`config.mk`:
```
export PLATFORM = sky130hd
export DESIGN_NAME = gan_batch_sequencer
export DESIGN_NICKNAME = d
export VERILOG_FILES = /design/src/rtl/gan_batch_sequencer.sv
export SDC_FILE = /design/constraint.sdc
export NUM_CORES = 1
export LEC_CHECK = 0
export ABC_AREA = 1
export CAP_MARGIN = 20
export CORE_AREA = 2 2 289 291
export CTS_CLUSTER_SIZE = 40
export DETAILED_ROUTE_END_ITERATION = 8
export DIE_AREA = 0 0 291 293
export GPL_ROUTABILITY_DRIVEN = 0
export RECOVER_POWER = 50
export SLEW_MARGIN = 20
export SYNTH_ARGS = -nofsm -noshare
export SYNTH_HDL_FRONTEND = slang
export SYNTH_SLANG_ARGS = --single-unit
```
`constraint.sdc`:
```
create_clock -name clk -period 2.15 [get_ports clk]
set_clock_uncertainty 0.05 [all_clocks]
set_input_delay 0.5375 -clock clk [delete_from_list [all_inputs] [get_ports clk]]
set_output_delay 0.5375 -clock clk [all_outputs]
set_load 0.005 [all_outputs]
```
`src/rtl/gan_batch_sequencer.sv`:
```
// ============================================================================
// Module   : gan_batch_sequencer
// Brief    : Batch controller sequencing generator/discriminator per sample.
// Revision : 1.0 - initial release
// ============================================================================
`default_nettype none

module gan_batch_sequencer #(
    parameter int DATA_WIDTH = 16,
    parameter int LATENT_DIM = 2,
    parameter int IMAGE_SIZE = 9,
    parameter int MAX_BATCH  = 16,
    parameter int BW         = $clog2(MAX_BATCH + 1),
    parameter int ACC_WIDTH  = 24,
    parameter int TIMEOUT    = 1023
) (
    input  logic                             clk,
    input  logic                             rst_n,
    input  logic [1:0]                       i_cfg_mode,
    input  logic [BW-1:0]                    i_cfg_batch,
    input  logic [DATA_WIDTH-1:0]            i_cfg_threshold,
    input  logic                             i_start,
    input  logic                             i_abort,
    output logic                             o_busy,
    output logic                             o_done,
    output logic                             o_error,
    input  logic                             i_s_valid,
    output logic                             o_s_ready,
    input  logic [LATENT_DIM*DATA_WIDTH-1:0] i_s_latent,
    input  logic [IMAGE_SIZE*DATA_WIDTH-1:0] i_s_image,
    output logic                             o_gen_start,
    output logic [LATENT_DIM*DATA_WIDTH-1:0] o_gen_latent,
    input  logic                             i_gen_done,
    input  logic [IMAGE_SIZE*DATA_WIDTH-1:0] i_gen_image,
    output logic                             o_disc_start,
    output logic [IMAGE_SIZE*DATA_WIDTH-1:0] o_disc_image,
    input  logic                             i_disc_done,
    input  logic [DATA_WIDTH-1:0]            i_disc_score,
    output logic                             o_m_valid,
    input  logic                             i_m_ready,
    output logic [IMAGE_SIZE*DATA_WIDTH-1:0] o_m_image,
    output logic [DATA_WIDTH-1:0]            o_m_score,
    output logic [BW-1:0]                    o_m_index,
    output logic                             o_m_last,
    output logic [ACC_WIDTH-1:0]             o_sum_score,
    output logic [BW-1:0]                    o_real_count
);

    localparam int              c_WDW     = $clog2(TIMEOUT + 1);
    localparam logic [c_WDW-1:0] c_WD_LAST = c_WDW'(TIMEOUT - 1);
    localparam logic [1:0]      c_MODE_GEN  = 2'b00;
    localparam logic [1:0]      c_MODE_DISC = 2'b01;

    typedef enum logic [2:0] {
        S_IDLE   = 3'd0,
        S_FETCH  = 3'd1,
        S_GEN    = 3'd2,
        S_DISC   = 3'd3,
        S_EMIT   = 3'd4,
        S_FINISH = 3'd5
    } state_t;

    state_t                            r_state;
    logic [1:0]                        r_mode;
    logic [BW-1:0]                     r_batch;
    logic [DATA_WIDTH-1:0]             r_thresh;
    logic [BW-1:0]                     r_index;
    logic [c_WDW-1:0]                  r_wdog;
    logic                              r_done;
    logic                              r_error;
    logic                              r_gen_start;
    logic                              r_disc_start;
    logic [LATENT_DIM*DATA_WIDTH-1:0]  r_gen_latent;
    logic [IMAGE_SIZE*DATA_WIDTH-1:0]  r_disc_image;
    logic [IMAGE_SIZE*DATA_WIDTH-1:0]  r_m_image;
    logic [DATA_WIDTH-1:0]             r_m_score;
    logic [ACC_WIDTH-1:0]              r_sum;
    logic [BW-1:0]                     r_real;

    logic                              w_cfg_bad;
    logic                              w_last;
    logic                              w_real;
    logic [ACC_WIDTH:0]                w_sum_ext;
    logic [ACC_WIDTH-1:0]              w_sum_sat;

    assign w_cfg_bad = (i_cfg_batch == '0) || (i_cfg_batch > BW'(MAX_BATCH))
                       || (i_cfg_mode == 2'b11);
    assign w_last    = (r_index == r_batch - BW'(1));
    assign w_real    = $signed(i_disc_score) > $signed(r_thresh);

    // One guard bit: top two bits disagreeing means the signed sum overflowed.
    assign w_sum_ext = {r_sum[ACC_WIDTH-1], r_sum}
                     + {{(ACC_WIDTH + 1 - DATA_WIDTH){i_disc_score[DATA_WIDTH-1]}}, i_disc_score};
    assign w_sum_sat = (w_sum_ext[ACC_WIDTH] == w_sum_ext[ACC_WIDTH-1]) ? w_sum_ext[ACC_WIDTH-1:0]
                     : (w_sum_ext[ACC_WIDTH] ? {1'b1, {(ACC_WIDTH-1){1'b0}}}
                                             : {1'b0, {(ACC_WIDTH-1){1'b1}}});

    always_ff @(posedge clk or negedge rst_n) begin
        if (!rst_n) begin
            r_state      <= S_IDLE;
            r_mode       <= '0;
            r_batch      <= '0;
            r_thresh     <= '0;
            r_index      <= '0;
            r_wdog       <= '0;
            r_done       <= 1'b0;
            r_error      <= 1'b0;
            r_gen_start  <= 1'b0;
            r_disc_start <= 1'b0;
            r_gen_latent <= '0;
            r_disc_image <= '0;
            r_m_image    <= '0;
            r_m_score    <= '0;
            r_sum        <= '0;
            r_real       <= '0;
        end else begin
            r_gen_start  <= 1'b0;
            r_disc_start <= 1'b0;
            r_done       <= 1'b0;
            if (r_state != S_IDLE && i_abort) begin
                r_state <= S_IDLE;
            end else begin
                case (r_state)
                    S_IDLE: begin
                        if (i_start) begin
                            r_mode   <= i_cfg_mode;
                            r_batch  <= i_cfg_batch;
                            r_thresh <= i_cfg_threshold;
                            r_sum    <= '0;
                            r_real   <= '0;
                            r_index  <= '0;
                            r_error  <= w_cfg_bad;
                            r_state  <= w_cfg_bad ? S_FINISH : S_FETCH;
                        end
                    end
                    S_FETCH: begin
                        if (i_s_valid) begin
                            r_gen_latent <= i_s_latent;
                            r_disc_image <= i_s_image;
                            r_wdog       <= '0;
                            if (r_mode == c_MODE_DISC) begin
                                r_disc_start <= 1'b1;
                                r_state      <= S_DISC;
                            end else begin
                                r_gen_start <= 1'b1;
                                r_state     <= S_GEN;
                            end
                        end
                    end
                    S_GEN: begin
                        if (i_gen_done) begin
                            r_m_image    <= i_gen_image;
                            r_disc_image <= i_gen_image;
                            r_wdog       <= '0;
                            if (r_mode == c_MODE_GEN) begin
                                r_m_score <= '0;
                                r_state   <= S_EMIT;
                            end else begin
                                r_disc_start <= 1'b1;
                                r_state      <= S_DISC;
                            end
                        end else if (r_wdog == c_WD_LAST) begin
                            r_error <= 1'b1;
                            r_state <= S_FINISH;
                        end else begin
                            r_wdog <= r_wdog + c_WDW'(1);
                        end
                    end
                    S_DISC: begin
                        if (i_disc_done) begin
                            r_m_score <= i_disc_score;
                            r_m_image <= r_disc_image;
                            r_sum     <= w_sum_sat;
                            if (w_real) begin
                                r_real <= r_real + BW'(1);
                            end
                            r_state <= S_EMIT;
                        end else if (r_wdog == c_WD_LAST) begin
                            r_error <= 1'b1;
                            r_state <= S_FINISH;
                        end else begin
                            r_wdog <= r_wdog + c_WDW'(1);
                        end
                    end
                    S_EMIT: begin
                        if (i_m_ready) begin
                            r_index <= r_index + BW'(1);
                            r_state <= w_last ? S_FINISH : S_FETCH;
                        end
                    end
                    S_FINISH: begin
                        r_done  <= 1'b1;
                        r_state <= S_IDLE;
                    end
                    default: r_state <= S_IDLE;
                endcase
            end
        end
    end

    assign o_busy       = (r_state != S_IDLE);
    assign o_done       = r_done;
    assign o_error      = r_error;
    assign o_s_ready    = (r_state == S_FETCH);
    assign o_gen_start  = r_gen_start;
    assign o_gen_latent = r_gen_latent;
    assign o_disc_start = r_disc_start;
    assign o_disc_image = r_disc_image;
    assign o_m_valid    = (r_state == S_EMIT);
    assign o_m_image    = r_m_image;
    assign o_m_score    = r_m_score;
    assign o_m_index    = r_index;
    assign o_m_last     = (r_state == S_EMIT) && w_last;
    assign o_sum_score  = r_sum;
    assign o_real_count = r_real;

endmodule

`default_nettype wire
```
==> metrics, run 1 <==
Final ANT Viol Nets 0; setup_tns -14.37 ns; max_cap viols 0; Die Span Y 293 um; CTS max path bufs 3; DR WL/cell 20.2 um; initial core utilization 26.3%; Tot Pwr 0.0470 W; WP data required 1.56 ns; Max Clk Rate 391 MHz; failing checks negative setup slack; Syn. warnings 0; Sequential Area 10,300 um2; Final setup viols 260; IO Pins 745; nets 3,947; Worst Setup Start Kind flop; Die ar. 85,300 um2; grt ovf 0; CTS Buf Count 50; PD cells 1320 nW/um2; status finished with violations; Syn Area/Cell 8.45 um2; initial antenna violation count 10; CTS tree yes; Worst EP arrival 1.97 ns; CTS Sinks 410; Post-synth EDFFs 0; count of pins over their slew limit 0; fin area 35,500 um2; Fillers 7,996; worst min-delay path category in2reg; Clk pin slew, worst setup/hold paths 0.06 ns; Mapped Cells 2,543; R2R depth 15; Least-Margin Pin Slew 0.855 ns; CTS root buf clkbuf_16; Layout area overhead 65.2%; clock latency on the worst-skew pair 0.62 ns; Primary FF master, synth dfrtp_1; Post-DP HPWL 69,400 um; Core ar. 81,800 um2; Placed Area 32,200 um2; share of layout cells above drive strength 1 20.8%; Hold Path Depth 4; gr usage total 20.6%; first-pass GRT wire length 135,000 um; cell area after synthesis 21,500 um2; DR iter-0 viols 1,281; RSZ-0062 raised after global routing true; worst vdd ir 598 uV; detailed-route DRC error count 0; asr flop ratio synth 100%; die width 291 um; H-Tree Depth 2; #FFs+latches synth 410; total wire length 93,800 um; Core Rows 105; First-pass DRT Iterations 5; Netlist cell types 42; crit-path max FO 2; Synth Net Count 2,956; min Tclk post-route 2.56 ns; LEAKAGE 15.7 nW; vias in the first global route 21,519; Tcrit/Tclk final 119%; largest net degree at the start of global routing 72; relative slew slack 43.0%; min setup slack post-route -0.410 ns; vias per inst 4.71; Place WS -0.838 ns; PortBufs 744; area of the multi-input gates 10,200 um2; Worst setup EP type output pin; CP Class reg2out; Vias 21,890; final hold vios 0; post-synthesis sequential area ratio 47.7%
-- cell usage after synthesis (all sizes together) (2+ instances only) --
cell	n	area, um2
a211oi	2	15.0
a21oi	48	244
and2	3	18.8
and3	2	12.5
buf	86	498
clkbuf	61	229
dfrtp	410	10300
ha	45	563
inv	264	991
mux2	33	372
nand2	589	2220
nand3	78	413
nand4	19	119
nor2	69	297
nor3	9	55.1
nor4	4	31.3
o211ai	146	1100
o21a	144	1080
o21ai	345	1730
o21bai	7	52.6
o22ai	3	18.8
or2	146	913
xnor2	15	131
xor2	12	105
-- area by class of cell --
cell class | count | area share (%)
Sequential cell | 410 | 28.9
Timing Repair Buffer | 1085 | 30.6
Clock inverter | 23 | 0.839
Tap cell | 1070 | 3.77
Timing Repair inverter | 1 | 0.0247
Clock buffer | 69 | 4.07
Multi-Input combinational cell | 1722 | 28.8
Antenna cell | 7 | 0.0493
Inverter | 264 | 2.91
-- power by group --
| part | internal (W) | switching (W) | total (W) | leakage [nW] |
|---|---|---|---|---|
| combinational | 0.0128 | 0.0120 | 0.0248 | 9.92 |
| sequential | 0.0113 | 0.00195 | 0.0132 | 4.94 |
| clock | 0.00533 | 0.00367 | 0.00900 | 0.862 |
-- sequential cells by signal (all words and copies together) (netlist names), 5 cells and up --
name / flops
o_disc_image: 144
o_gen_latent: 32
o_m_image: 144
o_m_index: 5
o_m_score: 16
o_real_count: 5
o_sum_score: 24
r_batch: 5
r_thresh: 16
r_wdog: 10
-- cell usage in the layout, fill, tap and decap left out, drive strengths merged, types with 3 or more instances in the layout --
cell type        n
ha              45
nand2          589
nand3           78
diode            7
o21a           144
o21bai           7
buf            315
clkinv          14
dlygate4sd2    128
o22ai            3
mux2            33
bufinv           5
nor3             9
clkbuf         103
inv            268
clkdlybuf4s50  584
nor2            69
o21ai          345
a21oi           48
or2            146
dlymetal6s2s     6
o211ai         146
dfrtp          410
nor4             4
nand4           19
and2             3
xnor2           15
xor2            12
clkdlybuf4s25   15
-- stage by stage --
stage	hold WS, ns	instances	util, %
after detailed placement	0.360	4480	39.4
after CTS	0.308	4607	42.2
final	0.372	4651	43.4
after global routing	0.369	4651	43.4
after floorplan	0.192	2543	-
after global placement	0.359	4480	39.4
-- layer usage --
metal / share of wire, % / vias up / GRT usage (%)
met4: 3.8 / 6 / 7.96
met2: 49 / 724 / 35.4
met1: 41 / 10555 / 24.4
li1: - / 10445 / -
met3: 6.8 / 160 / 5.45
met5: 0.044 / - / 0
-- path summary, 6_finish.rpt --
kind / start / endpoint / slack [ns]
min in group asynchronous: rst_n / o_gen_latent[6] / 0.49
max reg2reg: o_sum_score[0] / o_sum_score[22] / -0.20
min reg2reg: o_m_image[55] / o_m_image[55] / 0.43
min: i_disc_score[10] / o_m_score[10] / 0.37
max in group asynchronous: rst_n / o_real_count[0] / 0.18
max: r_batch[1] / o_m_last / -0.41
-- cells by family after synthesis --
group | share of synthesized area [%]
AO/OA/AOI/OAI | 19.7
XOR/XNOR | 1.10
adder cells (fa/ha/maj) | 2.71
buffers and inverters | 7.99
flip-flops | 47.7
multiplexers | 1.73
AND/OR/NAND/NOR | 19.0
-- worst max-delay path, cell delays in order (launching register included) --
cell     delay [ns]
dfrtp_1        0.38
inv_2          0.09
ha_4           0.15
nand2_1        0.05
nor2_1         0.11
xor2_1         0.17
nand4_1        0.14
buf_4          0.16
inv_2          0.04
buf_6          0.08
-- what timing repair did --
action | in CTS | in global routing
buffers inserted | 31 | 29
hold buffers | 1 | 0
gates cloned | 6 | 17
gates resized for setup | 248 | 137
pin swaps | 36 | 34
endpoints found under the hold margin | 20 | 0
setup endpoints to repair | 168 | 313
No activity file was read; power rests on OpenSTA's default activity.
==> run 2, diff against run 1 <==
Clock period 2.15 ns to 3 ns, I/O delays scaled along.
==> metrics, run 2 (same netlist as run 1, synthesis figures left out) <==
status finished with violations (unchanged); failing checks max-capacitance violations, max-slew violations (was negative setup slack); IO Pins 745 (unchanged); PD cells 959 nW/um2 (was 1320 nW/um2); initial antenna violation count 12 (was 10); First-pass DRT Iterations 5 (unchanged); Core ar. 81,800 um2 (unchanged); DR WL/cell 20.7 um (was 20.2 um); Worst EP arrival 3.39 ns (was 1.97 ns); CTS Buf Count 49 (was 50); count of pins over their slew limit 55 (was 0); max_cap viols 1 (was 0); setup_tns 0 ns (was -14.37 ns); Final setup viols 0 (was 260); crit-path max FO 2 (unchanged); CTS max path bufs 3 (unchanged); Die ar. 85,300 um2 (unchanged); die width 291 um (unchanged); Clk pin slew, worst setup/hold paths 0.06 ns (about the same); relative slew slack -31.1% (was 43.0%); min Tclk post-route 2.92 ns; Clock Power Share 20.4% (was 19.1%); Core Rows 105 (unchanged); initial core utilization 26.3% (unchanged); commonest non-fill, non-tap cell in the layout clkdlybuf4s50_1 (unchanged); R2R depth 20 (was 15); share of layout cells above drive strength 1 13.0% (was 20.8%); Tcrit/Tclk final 97.4%; nets 3,782 (was 3,947); CTS Sinks 410 (unchanged); largest net degree at the start of global routing 78 (was 72); Vias 21,029 (was 21,890); CP dominant cell by count buf_4 (was inv_2); sw frac 37.5% (about the same); Reg2Reg Setup Slack 0.08 ns (was -0.20 ns); Reg power frac 30.1% (was 28.1%); gr usage total 21.0% (was 20.6%); Max Clk Rate 342 MHz; hold_sp o_m_image[14] (was i_disc_score[10]); worst r2r dst r_state[2] (was o_sum_score[22]); Int Pwr 0.0197 W (was 0.0294 W); PortBufs 744 (unchanged); Worst setup EP type flop (was output pin); detailed-route DRC error count 0 (unchanged); Worst Hold Path EP o_m_image[14] (was o_m_score[10]); r2r startpoint r_batch[0] (was o_sum_score[0]); Worst Setup Start Kind flop (unchanged); Die Span Y 293 um (unchanged); total wire length 93,000 um (was 93,800 um); commonest non-fill, non-tap cells in the layout clkdlybuf4s50_1 (650), nand2_1 (587), dfrtp_1 (409) (was clkdlybuf4s50_1 (584), nand2_1 (530), dfrtp_1 (405)); clock latency on the worst-skew pair 0.59 ns (was 0.62 ns); Least-Margin Pin Slew 1.97 ns (was 0.855 ns); final hold vios 0 (unchanged); LEAKAGE 14.2 nW (was 15.7 nW); crit path cell chain inv_2 -> ha_4 -> xnor2_1 -> a211oi_2 -> nand4_1 -> buf_4 -> buf_4 -> buf_4 -> buf_6 -> buf_6 -> buf_4 -> buf_4 -> buf_4 -> buf_4 -> buf_4 -> buf_4 -> buf_4 -> o211ai_1 -> o21ai_1 -> nand2_1 (was inv_2 -> ha_4 -> nand2_1 -> nor2_1 -> xor2_1 -> nand4_1 -> buf_4 -> inv_2 -> buf_6); Worst path max stage delay 0.39 ns (was 0.38 ns); vias in the first global route 20,438 (was 21,519); CTS tree yes (unchanged); CP Class reg2reg (was reg2out); Post-DP HPWL 72,500 um (was 69,400 um); Hold Path Depth 1 (was 4); Final ANT Viol Nets 0 (unchanged); CTS root buf clkbuf_16 (unchanged); placed insts 4,373 (was 4,480); H-Tree Depth 2 (unchanged); WP data required 3.47 ns (was 1.56 ns); Post-Layout Cell Count 4,482 (was 4,651); slowest library cell on the worst path dfrtp_1 (unchanged); power share of the combinational group 49.5% (was 52.8%); worst min-delay path category reg2reg (was in2reg); Psw 0.0118 W (was 0.0177 W); DR iter-0 viols 1,245 (was 1,281); Layout area overhead 53.0% (was 65.2%); grt ovf 0 (unchanged); worst vdd ir 463 uV (was 598 uV); vias per inst 4.69 (was 4.71); first-pass GRT wire length 136,000 um (was 135,000 um)
-- run 2: cell count changes in the layout (fill, tap and decap cells not counted), sizes merged, moves of 2 or more --
cell           delta
clkdlybuf4s15     -2
dlygate4sd3      +90
dlymetal6s2s      -5
dlygate4sd2     -127
clkdlybuf4s50    +66
clkdlybuf4s25    -15
clkinv            -7
clkbuf           -14
buf             -158
diode             +2
-- run 2: worst max path at each step --
stage                      endpoint             from  cells after the start  slack (ns)
global placement    o_sum_score[11]  i_disc_score[0]                     16       -0.22
floorplan           o_sum_score[10]  i_disc_score[0]                     15        0.33
CTS                      r_state[2]       r_batch[0]                     21       -0.04
finish                   r_state[2]       r_batch[0]                     20        0.08
global route             r_state[2]       r_batch[1]                     20       -0.04
detailed placement   o_sum_score[5]  i_disc_score[0]                     16       -0.28
-- run 2: power by group through the flow --
| stage | logic [W] | clock network [W] | registers, W |
|---|---|---|---|
| floorplan | 0.00683 | 0 | 0.00956 |
| CTS | 0.0160 | 0.00658 | 0.00950 |
| global route | 0.0169 | 0.00681 | 0.00977 |
| finish | 0.0156 | 0.00642 | 0.00948 |
| global placement | 0.0158 | 0 | 0.00949 |
| detailed placement | 0.0158 | 0 | 0.00957 |
-- run 2: per-stage QoR --
stage	utilization [%]	setup slack (ns)	total power [W]	hold WS (ns)	area (um2)
after floorplan	-	0.331	0.0164	0.396	21500
after global routing	40.2	-0.0384	0.0335	0.445	32900
final	40.2	0.0768	0.0315	0.433	32900
after detailed placement	38.0	-0.285	0.0254	0.428	31100
after CTS	40.3	-0.0412	0.0320	0.0904	33000
after global placement	38.0	-0.224	0.0252	0.421	31100
-- run 2: layer usage --
| metal | GRT usage (%) | part of all wire (%) |
|---|---|---|
| met5 | 0 | 0.043 |
| met1 | 26.9 | 43 |
| met2 | 33.8 | 46 |
| met4 | 7.15 | 3.3 |
| met3 | 5.98 | 7.7 |
-- run 2: layout make-up --
type,count,area (um2)
multi-input cells,1722,9550
clock inverters,18,282
fillers,8255,49000
well taps,1070,1340
inverters,264,1010
flip-flops and latches,410,10300
clock buffers,67,1440
diodes,9,22.5
repair buffers,922,8990
-- run 2: what timing repair did --
| action | 4_1_cts | 5_1_grt |
|---|---|---|
| buffers inserted | 14 | 2 |
| resized for setup | 6 | 12 |
| endpoints found under the setup margin | 1 | 2 |
| pin swaps | 2 | 7 |
| hold buffers | 0 | 0 |
-- run 2: critical path: cells and delay by family, from the launching register on --
| kind | cells | cell delay (ns) |
|---|---|---|
| AO/OA/AOI/OAI | 3 | 0.33 |
| XOR/XNOR | 1 | 0.14 |
| adder cells (fa/ha/maj) | 1 | 0.20 |
| buffers and inverters | 13 | 1.53 |
| flip-flops | 1 | 0.39 |
| AND/OR/NAND/NOR | 2 | 0.22 |
==> run 3, diff against run 2 <==
--- a/config.mk
+++ b/config.mk
@@ -15,2 +15,3 @@
 export RECOVER_POWER = 50
+export SKIP_CTS_REPAIR_TIMING = 1
 export SLEW_MARGIN = 20
--- a/constraint.sdc
+++ b/constraint.sdc
@@ -4,2 +4,2 @@
 set_output_delay 0.75 -clock clk [all_outputs]
-set_load 0.005 [all_outputs]
+set_load 0.01 [all_outputs]
==> metrics, run 3 (same netlist as run 1, synthesis figures left out) <==
status finished with violations (unchanged); failing checks max-capacitance violations, max-slew violations (unchanged); share of layout cells above drive strength 1 12.4% (was 13.0%); Post-DP HPWL 72,500 um (unchanged); Placed Area 31,100 um2 (unchanged); CTS Buf Count 49 (unchanged); slowest library cell on the worst path clkdlybuf4s50_1 (was dfrtp_1); Max Clk Rate 349 MHz (was 342 MHz); Vias 20,922 (was 21,029); PD cells 987 nW/um2 (was 959 nW/um2); final hold vios 0 (unchanged); WP data required 2.20 ns (was 3.47 ns); power share of the combinational group 50.8% (was 49.5%); H-Tree Depth 2 (unchanged); count of pins over their slew limit 55 (unchanged); Worst Setup Start Kind flop (unchanged); LEAKAGE 14.2 nW (about the same); max_cap viols 1 (unchanged); Final setup viols 0 (unchanged); Die Span Y 293 um (unchanged); worst vdd ir 496 uV (was 463 uV); Clock Power Share 19.9% (was 20.4%); fin area 32,700 um2 (was 32,900 um2); Psw 0.0126 W (was 0.0118 W); first-pass GRT wire length 135,000 um (was 136,000 um); relative slew slack -31.0% (was -31.1%); initial core utilization 26.3% (unchanged); DR iter-0 viols 1,236 (was 1,245); largest net degree at the start of global routing 78 (unchanged); Worst setup EP type output pin (was flop); crit-path max FO 5 (was 2); vias per inst 4.68 (was 4.69); die width 291 um (unchanged); Least-Margin Pin Slew 1.97 ns (about the same); detailed-route DRC error count 0 (unchanged); total wire length 92,600 um (was 93,000 um); sw frac 39.1% (was 37.5%); Tcrit/Tclk final 95.5% (was 97.4%); Final ANT Viol Nets 0 (unchanged); Int Pwr 0.0197 W (about the same); commonest non-fill, non-tap cell in the layout clkdlybuf4s50_1 (unchanged); DR WL/cell 20.7 um (about the same); Worst EP arrival 2.06 ns (was 3.39 ns); clock latency on the worst-skew pair 0.59 ns (about the same); worst min-delay path category reg2reg (unchanged); RSZ-0062 raised after global routing false; CTS root buf clkbuf_16 (unchanged); CTS tree yes (unchanged); Layout area overhead 52.4% (was 53.0%); First-pass DRT Iterations 5 (unchanged); min Tclk post-route 2.86 ns (was 2.92 ns); Core Rows 105 (unchanged); gr usage total 20.9% (was 21.0%); grt ovf 0 (unchanged); CTS Sinks 410 (unchanged); nets 3,768 (was 3,782); CTS max path bufs 3 (unchanged); commonest non-fill, non-tap cells in the layout clkdlybuf4s50_1 (650), nand2_1 (589), dfrtp_1 (410) (was clkdlybuf4s50_1 (650), nand2_1 (587), dfrtp_1 (409)); crit path cell chain nor2_4 -> nand2_1 -> inv_1 -> clkdlybuf4s50_1 (was inv_2 -> ha_4 -> xnor2_1 -> a211oi_2 -> nand4_1 -> buf_4 -> buf_4 -> buf_4 -> buf_6 -> buf_6 -> buf_4 -> buf_4 -> buf_4 -> buf_4 -> buf_4 -> buf_4 -> buf_4 -> o211ai_1 -> o21ai_1 -> nand2_1); vias in the first global route 20,317 (was 20,438); Core ar. 81,800 um2 (unchanged); Reg power frac 29.3% (was 30.1%); CP Class reg2out (was reg2reg); IO Pins 745 (unchanged); setup_tns 0 ns (unchanged); Clk pin slew, worst setup/hold paths 0.06 ns (about the same); Die ar. 85,300 um2 (unchanged); initial antenna violation count 12 (unchanged); Worst path max stage delay 0.57 ns (was 0.39 ns); PortBufs 744 (unchanged)
run 3: changes by cell type in the layout (fill, tap and decap cells not counted), sizes merged:
cell and delta:
buf -11, clkbuf -3, diode -1, dlygate4sd2 -1, dlymetal6s2s +1
run 3: through the flow:
step                hold slack (ns)  power, W  util [%]  setup WS (ns)  std cells
floorplan                     0.396    0.0173         -          0.331       2543
global placement              0.421    0.0261      38.0         -0.224       4373
detailed placement            0.428    0.0263      38.0         -0.285       4373
CTS                          0.0904    0.0329      40.1         -0.277       4458
global route                  0.444    0.0342      40.0         0.0481       4466
finish                        0.433    0.0323      40.0          0.136       4467
run 3: layer usage:
layer  routed length [um]  track usage [%]  vias to the layer above
met5                   53                0                        -
met3                 7230             5.98                      130
met2                42800             33.7                      701
met4                 2990             7.08                        8
met1                39600             26.9                    10030
li1                     -                -                    10053
run 3: layout make-up:
type / instances / area [um2]
Tap cell: 1070 / 1340
Multi-Input combinational cell: 1722 / 9510
Sequential cell: 410 / 10300
Clock buffer: 67 / 1440
Fill cell: 8270 / 49100
Antenna cell: 8 / 20.0
Inverter: 264 / 1010
Timing Repair Buffer: 908 / 8890
Clock inverter: 18 / 282
run 3: power groups by stage:
stage	Sequential, W	Combinational [W]	Clock (W)
2_1_floorplan	0.0104	0.00683	0
3_3_place_gp	0.00949	0.0167	0
3_5_place_dp	0.00957	0.0167	0
4_1_cts	0.00949	0.0168	0.00658
5_1_grt	0.00977	0.0177	0.00681
6_report	0.00947	0.0164	0.00642
run 3: final timing paths:
check	end	cells after the start	slack, ns	start
max	o_m_valid	4	0.14	r_state[0]
min	o_m_image[14]	1	0.43	o_m_image[14]
max reg2reg	o_m_image[87]	9	0.23	r_state[1]
min reg2reg	o_m_image[14]	1	0.43	o_m_image[14]
max in group asynchronous	o_m_image[127]	2	0.57	rst_n
min in group asynchronous	o_gen_latent[22]	1	0.67	rst_n
run 3: critical path: cells and delay by family (launching register included):
kind	cells	cell delay [ns]
buf+inv	2	0.72
flops	1	0.48
simple gates	2	0.29
